==> src/rtl/serial_feeder_pkg.sv <==
// serial_feeder_pkg: shared state type and counter width for the serial bit feeder
package serial_feeder_pkg;
  typedef enum logic [1:0] {IDLE, SHIFT, HALT} feeder_state_t;
  localparam int WORDS_SENT_W = 8;
endpackage

==> src/rtl/word_fifo.sv <==
// word_fifo: circular word FIFO; push/pop strobes, din/dout data, full/empty flags, async reset
module word_fifo #(
  parameter int WIDTH = 8,
  parameter int DEPTH = 4
) (
  input  logic             clk,
  input  logic             reset,
  input  logic             push,
  input  logic             pop,
  input  logic [WIDTH-1:0] din,
  output logic [WIDTH-1:0] dout,
  output logic             full,
  output logic             empty
);
  localparam int AW = $clog2(DEPTH);
  logic [WIDTH-1:0] r_mem [DEPTH];
  logic [AW-1:0] r_wp, r_rp;
  logic [AW:0] r_cnt;
  logic w_push, w_pop;
  assign full = r_cnt == (AW+1)'(DEPTH);
  assign empty = r_cnt == '0;
  assign w_push = push && !full;
  assign w_pop = pop && !empty;
  assign dout = r_mem[r_rp];
  always_ff @(posedge clk or posedge reset)
    if (reset) begin
      r_wp <= '0;
      r_rp <= '0;
      r_cnt <= '0;
    end else begin
      if (w_push) r_wp <= r_wp + AW'(1);
      if (w_pop) r_rp <= r_rp + AW'(1);
      r_cnt <= r_cnt + (AW+1)'(w_push) - (AW+1)'(w_pop);
    end
  always_ff @(posedge clk)
    if (w_push) r_mem[r_wp] <= din;
endmodule

==> src/rtl/serial_bit_feeder.sv <==
// serial_bit_feeder: FIFO-buffered word serialiser feeding a 1001 detector, frozen on match
// ports: in_valid/in_data/in_ready word input, match detector feedback, x/x_valid serial out,
// busy/halted state flags, words_sent saturating count of fully shifted words
module serial_bit_feeder
  import serial_feeder_pkg::*;
#(
  parameter int   WIDTH     = 8,
  parameter int   DEPTH     = 4,
  parameter int   MSB_FIRST = 1,
  parameter logic IDLE_BIT  = 1'b0
) (
  input  logic                    clk,
  input  logic                    reset,
  input  logic                    in_valid,
  input  logic [WIDTH-1:0]        in_data,
  output logic                    in_ready,
  input  logic                    match,
  output logic                    x,
  output logic                    x_valid,
  output logic                    busy,
  output logic                    halted,
  output logic [WORDS_SENT_W-1:0] words_sent
);
  localparam int CW = $clog2(WIDTH+1);
  feeder_state_t r_state, w_state_nx;
  logic [WIDTH-1:0] r_sr, w_sr_nx, w_dout;
  logic [CW-1:0] r_cnt, w_cnt_nx;
  logic [WORDS_SENT_W-1:0] r_ws;
  logic r_x, r_xv, w_x_nx, w_full, w_empty, w_last, w_load, w_done;
  word_fifo #(.WIDTH(WIDTH), .DEPTH(DEPTH)) u_fifo (
    .clk(clk), .reset(reset), .push(in_valid && in_ready), .pop(w_load),
    .din(in_data), .dout(w_dout), .full(w_full), .empty(w_empty)
  );
  assign halted = r_state == HALT;
  assign busy = r_state == SHIFT;
  assign in_ready = !w_full && !halted;
  assign w_last = busy && r_cnt == CW'(1);
  // match wins over load, shift and the word count on the same edge
  assign w_load = !match && !w_empty && (r_state == IDLE || w_last);
  assign w_done = !match && w_last;
  always_comb begin
    w_state_nx = (match || halted) ? HALT : w_load ? SHIFT : w_last ? IDLE : r_state;
    w_sr_nx = w_load ? w_dout : busy ? ((MSB_FIRST != 0) ? r_sr << 1 : r_sr >> 1) : r_sr;
    w_cnt_nx = w_load ? CW'(WIDTH) : busy ? r_cnt - CW'(1) : r_cnt;
    w_x_nx = (w_state_nx == SHIFT) ? ((MSB_FIRST != 0) ? w_sr_nx[WIDTH-1] : w_sr_nx[0]) : IDLE_BIT;
  end
  always_ff @(posedge clk or posedge reset)
    if (reset) begin
      r_state <= IDLE;
      r_sr <= '0;
      r_cnt <= '0;
      r_ws <= '0;
      r_x <= IDLE_BIT;
      r_xv <= 1'b0;
    end else begin
      r_state <= w_state_nx;
      r_sr <= w_sr_nx;
      r_cnt <= w_cnt_nx;
      if (w_done && r_ws != '1) r_ws <= r_ws + WORDS_SENT_W'(1);
      r_x <= w_x_nx;
      r_xv <= w_state_nx == SHIFT;
    end
  assign x = r_x;
  assign x_valid = r_xv;
  assign words_sent = r_ws;
endmodule

==> config.mk <==
export PLATFORM = sky130hd
export DESIGN_NAME = serial_bit_feeder
export DESIGN_NICKNAME = d
export VERILOG_FILES = /design/src/rtl/serial_feeder_pkg.sv /design/src/rtl/word_fifo.sv /design/src/rtl/serial_bit_feeder.sv
export SDC_FILE = /design/constraint.sdc
export NUM_CORES = 1
export LEC_CHECK = 0
export BUFFER_PORTS_ARGS = -buffer_cell sky130_fd_sc_hd__buf_2
export CAP_MARGIN = 20
export CORE_MARGIN = 4
export CORE_UTILIZATION = 41
export CTS_CLUSTER_DIAMETER = 40
export DETAILED_ROUTE_END_ITERATION = 12
export GPL_TIMING_DRIVEN = 1
export PLACE_DENSITY = 0.64
export SLEW_MARGIN = 20
export SYNTH_ARGS = -nofsm -noshare
export SYNTH_HDL_FRONTEND = slang
export SYNTH_HIERARCHICAL = 1
export SYNTH_SLANG_ARGS = --single-unit
export TNS_END_PERCENT = 100
==> constraint.sdc <==
create_clock -name clk -period 6.5 [get_ports clk]
set_input_delay 0.325 -clock clk [delete_from_list [all_inputs] [get_ports clk]]
set_output_delay 0.325 -clock clk [all_outputs]
set_load 0.01 [all_outputs]
==> results.toml, run 1 <==
[floorplan]
die_x_um = 90.6
fp.dieH_um = 90.6
die-area_sq_um = 8210
num_rows = 29
start_util_pct = 43.1
io_pins = 25
core_sq_um = 6490

[grt]
grt_max_degree = 25
grt_usage_pct = 12.6
first_global_vias = 1573
antenna_found_initial = 0
grt_pass1_wl_um = 7830
grt.overflow.total = 0

[critical_path]
cp.arrival_ps = 3140
cp_cell_sequence = "inv_1 -> ha_1 -> or4b_4 -> a211oi_2 -> buf_4 -> o31ai_1 -> inv_1 -> ha_1 -> inv_1 -> ha_1 -> fa_1 -> xnor2_1 -> xnor2_1"
r2r_slack_ps = 3580
crit_buf_inv = 4
crit_family = "adder cells"
start_kind = "flop"
reg2reg_depth = 13
worstPathRequired_ps = 6720
crit_type = "reg2reg"
regToRegEndpoint = "u_fifo/r_cnt[2]$_DFF_PP0_"
r2r-start = "r_cnt[1]$_DFFE_PP0P_"
critPathMaxFanout = 21
crit_path_end_kind = "flop"
max_stage_delay_ps = 480
slowest_stage = "or4b_4"

[finish]
nets = 251
fin_util_pct = 48.9
syn_to_final_growth_pct = 13.4
diodes = 0
final_area_sq_um = 3170
layout-drive-gt1-share_pct = 24.5

[clock_network]
cts_sinks = 63
cts_resized = 0
cts_tree = "yes"
path_clk_slew_ps = 70
htree_num_levels = 3
cts_buffer_depth = 2
numCtsBuffers = 9
cts-root-buf = "clkbuf_8"
clkLatencyLatePin_ps = 340

[pwr]
powerDensity_nw_per_um2 = 274
power.static_leakage_nw = 1.33
ir_worst_vdd_v = 0.000116

[logic_synthesis]
synth_area_sq_um = 2800
ys_seq_area_share_pct = 62.0
postSynth.asyncResetShare_pct = 49.2
synth_seq_cells = 63
synth_fp_nets = 219
ys_types = 39
netlist_top_cells_area = "edfxtp_1 (34%), dfrtp_1 (28%), mux4_2 (6.4%)"
synth_top_cell_by_area = "edfxtp_1"
synth-edff-count = 32
synth_top_area_share_pct = 34.3
yosys_most_used_dff = "edfxtp_1"
syn_inst = 197
yosys_warnings = 6
syn_area_per_cell_sq_um = 14.2

[sta]
setup-violations-final = 0
drv_slew = 0
finalCritPeriodShare_pct = 44.9
hold_viol = 0
fin_crit_ps = 2920
rsz0062_at_grt = "no"
fmax_mhz = 343
holdWs_ps = 168
setup_tns_ps = 0
fin_worst_skew_ps = 9.36
worstMarginPinSlew_ps = 888
relSlewSlack_pct = 40.8
finalWorstSetupSlack_ps = 3580

[min_path]
hold_path.class = "in2reg"
min_from = "match"
hold_end = "r_state[0]$_DFF_PP0_"
min_path_cells = 2

[routing]
drc = 0
vias_per_cell = 5.05
wl_per_cell_um = 14.8
drt_iter0_drc = 52
dr.pass1.iters = 4
wirelength_um = 4600
final_antenna_net_count = 0
vias = 1565

[placed_design]
gp_congestion = 0.714
io_buffers = 24
dp_hpwl_um = 3180
place_area_sq_um = 3000
preCtsSetupSlack_ps = 3600

[job]
maxCapViolCount = 0

[outcome]
status = "finished clean"
==> stage by stage <==
stage	total power, mW	instances
2_1_floorplan	0.565	197
3_3_place_gp	0.590	294
3_5_place_dp	0.593	294
4_1_cts	0.883	310
5_1_grt	0.925	310
6_report	0.868	310
==> area by class of cell <==
class / instances / area, sq um
Clock buffer: 9 / 124
Fill cell: 563 / 3320
Sequential cell: 63 / 1740
Inverter: 12 / 45.0
Multi-Input combinational cell: 117 / 995
Timing Repair Buffer: 26 / 138
Clock inverter: 6 / 38.8
Tap cell: 77 / 96.3
==> synthesized netlist by cell type, drive strengths merged, types with 2 or more instances <==
library cell,number
a211oi,3
a21oi,5
a31oi,2
and2,2
and3b,4
buf,4
dfrtp,31
edfxtp,32
ha,9
inv,12
mux2,2
mux2i,8
mux4,8
nand2,15
nand2b,6
nand3,4
nand4bb,2
nor2,5
nor2b,2
nor3,3
o211ai,2
o21ai,9
or2,3
or4b,2
xnor2,8
xor2,3
==> logic make-up (layout without fill, tap and decap cells) <==
kind of cell	count (synthesis)	in the layout	share of synthesized area, %
XOR/XNOR	11	11	3.44
adder cells (fa/ha/maj)	10	10	4.74
flip-flops	63	63	62.0
AO/OA/AOI/OAI	23	23	4.87
multiplexers	18	18	10.1
buffers and inverters	17	53	2.59
AND/OR/NAND/NOR	55	55	12.2
==> flip-flops by register name, summed over array words and instances, names as in the netlist <==
| register | cells |
|---|---|
| u_fifo/r_mem | 32 |
| r_sr | 8 |
| words_sent | 8 |
| r_cnt | 4 |
| u_fifo/r_cnt | 3 |
| r_state | 2 |
| u_fifo/r_rp | 2 |
| u_fifo/r_wp | 2 |
| x | 1 |
| x_valid | 1 |
==> cells in the final DEF (no fill, tap or decap), drive strengths merged, types with 4 or more instances in the layout <==
cell type,instances
edfxtp,32
dfrtp,31
buf,25
nand2,15
inv,12
o21ai,9
ha,9
clkbuf,9
mux2i,8
xnor2,8
mux4,8
nand2b,6
a21oi,5
nor2,5
clkinv,5
nand3,4
and3b,4
==> per-layer routing <==
layer | up-vias | track usage (%) | share of wire (%)
met1 | 750 | 17.2 | 49
met5 | - | 0 | 0
met2 | 27 | 17.6 | 45
met4 | 0 | 6.12 | 1.6
met3 | 5 | 4.42 | 4.2
li1 | 783 | - | -
==> power breakdown <==
| part | switching, mW | total (mW) | leakage (nW) | internal (mW) |
|---|---|---|---|---|
| logic | 0.0417 | 0.0962 | 0.582 | 0.0545 |
| registers | 0.0429 | 0.489 | 0.670 | 0.446 |
| clock network | 0.149 | 0.283 | 0.0825 | 0.134 |
==> worst max path at each step <==
stage | startpoint | to | slack (ps) | depth (start not counted)
after detailed placement | r_cnt[1]$_DFFE_PP0P_ | u_fifo/r_cnt[2]$_DFF_PP0_ | 3600 | 13
after CTS | r_cnt[1]$_DFFE_PP0P_ | u_fifo/r_cnt[2]$_DFF_PP0_ | 3570 | 13
after floorplan | r_cnt[1]$_DFFE_PP0P_ | u_fifo/r_cnt[2]$_DFF_PP0_ | 3750 | 13
after global routing | r_cnt[1]$_DFFE_PP0P_ | u_fifo/r_cnt[2]$_DFF_PP0_ | 3330 | 13
after global placement | r_cnt[1]$_DFFE_PP0P_ | u_fifo/r_cnt[2]$_DFF_PP0_ | 3670 | 13
final | r_cnt[1]$_DFFE_PP0P_ | u_fifo/r_cnt[2]$_DFF_PP0_ | 3580 | 13
==> what timing repair did <==
item | CTS | global route
hold endpoints to repair | 7 | 0
endpoints found under the setup margin | 0 | 0
setup buffers | 0 | 0
hold buffers | 1 | 0
Note: power is estimated with default switching activity, not from simulation.
==> run 2, diff against run 1 <==
==> constraint.sdc (replaced) <==
create_clock -name clk -period 2.8 [get_ports clk]
set_input_delay 0.14 -clock clk [delete_from_list [all_inputs] [get_ports clk]]
set_output_delay 0.14 -clock clk [all_outputs]
set_load 0.01 [all_outputs]
==> results.toml, run 2 (synthesis results as in run 1) <==
[outcome]
status = "finished clean"

[finish]
largest_register_ffs = 32
final_cell_mix = "edfxtp_1 (32), dfrtp_1 (31), buf_2 (24), nand2_1 (15), inv_1 (11)"
diodes = 0
nets = 256
fin_util_pct = 50.2
n_fill_cell = 571
largest-register = "u_fifo/r_mem"
layout_commonest_cell = "edfxtp_1"
layout-drive-gt1-share_pct = 26.4
final_cells = 316
syn_to_final_growth_pct = 16.5

[sta]
worstMarginPinSlew_ps = 907
hold_viol = 0
fin_crit_ps = 2660
setup_tns_ps = 0
relSlewSlack_pct = 39.5
fin_worst_skew_ps = 7.57
fmax_mhz = 376
setup-violations-final = 0
finalCritPeriodShare_pct = 94.9
drv_slew = 0
holdWs_ps = 24.9

[routing]
dr.pass1.iters = 4
wirelength_um = 4850
final_antenna_net_count = 0
vias_per_cell = 5.07
wl_per_cell_um = 15.3
drc = 0
drt_iter0_drc = 45
vias = 1601

[floorplan]
fp.dieH_um = 90.6
core_sq_um = 6490
die_x_um = 90.6
num_rows = 29
start_util_pct = 43.1
io_pins = 25
die-area_sq_um = 8210

[critical_path]
crit_type = "reg2reg"
crit_path_end_kind = "flop"
worstPathRequired_ps = 3020
critPathMaxFanout = 3
start_kind = "flop"
cp.arrival_ps = 2880

[grt]
grt.overflow.total = 0
first_global_vias = 1621
antenna_found_initial = 0
grt_usage_pct = 12.5
grt_pass1_wl_um = 7840
grt_max_degree = 25

[clock_network]
numCtsBuffers = 9
clkLatencyLatePin_ps = 340
cts_buffer_depth = 2
cts-root-buf = "clkbuf_8"
cts_setup_buffers = 0
htree_num_levels = 3
path_clk_slew_ps = 70
cts_sinks = 63
cts_tree = "yes"

[placed_design]
gp_congestion = 0.720
io_buffers = 24
dp_hpwl_um = 3250
post-place-cells = 294

[pwr]
power_mw = 2.06
power.static_leakage_nw = 1.36
powerDensity_nw_per_um2 = 633
ir_worst_vdd_v = 0.000265

[min_path]
hold_path.class = "in2reg"

[job]
maxCapViolCount = 0
-- run 2: cell count changes in the layout (fill, tap and decap cells not counted), sizes merged --
cell | before | now
dlygate4sd3 | 1 | 6
clkinvlp | 1 | 2
-- run 2: cell type report --
| type | count | area (sq um) | share of cell area [%] |
|---|---|---|---|
| sequential | 63 | 1740 | 53.3 |
| multi-input combinational | 117 | 1020 | 31.3 |
| timing repair buffer | 31 | 188 | 5.76 |
| clock buffer | 9 | 124 | 3.80 |
| tap | 77 | 96.3 | 2.96 |
| clock inverter | 7 | 50.0 | 1.54 |
| inverter | 12 | 45.0 | 1.38 |
-- run 2: metrics by stage --
stage	cell area, sq um	worst slack [ps]
CTS	3230	82.0
global placement	3000	171
global route	3260	-0.846
floorplan	2800	45.1
detailed placement	3000	123
finish	3260	142
-- run 2: critical path, cell delays in order (launching register included) --
cell      delay (ps)
dfrtp_1          400
inv_2             70
ha_1             140
or4b_4           500
a211oi_4         270
o31ai_2          120
inv_1             70
ha_1             110
inv_1             40
ha_2             170
fa_2             370
xnor2_2          150
xnor2_1          130
-- run 2: final timing paths --
path	from	end	slack [ps]	depth (start not counted)
min	in_data[1]	u_fifo/r_mem[3][1]$_DFFE_PP_	20	1
min in group asynchronous	reset	u_fifo/r_cnt[2]$_DFF_PP0_	290	3
max reg2reg	r_cnt[1]$_DFFE_PP0P_	u_fifo/r_cnt[2]$_DFF_PP0_	140	12
max in group asynchronous	reset	x_valid$_DFF_PP0_	1690	3
max	r_cnt[1]$_DFFE_PP0P_	u_fifo/r_cnt[2]$_DFF_PP0_	140	12
min reg2reg	words_sent[6]$_DFFE_PP0P_	words_sent[6]$_DFFE_PP0P_	540	1
-- run 2: repair_timing --
item / in CTS / in global routing
gates resized for setup: 0 / 6
endpoints found under the setup margin: 0 / 1
hold buffers: 6 / 0
hold endpoints to repair: 20 / 0
-- run 2: routing by layer --
metal	global-route usage (%)	routed length [um]	up-vias
met2	19.3	2300	23
li1	-	-	793
met1	15.6	2280	779
met3	3.83	183	6
met4	6.89	81	0
met5	0	0	-
-- run 2: power breakdown --
group | internal [mW] | switching [mW]
Clock | 0.320 | 0.359
Combinational | 0.143 | 0.104
Sequential | 1.04 | 0.103
Total | 1.50 | 0.566
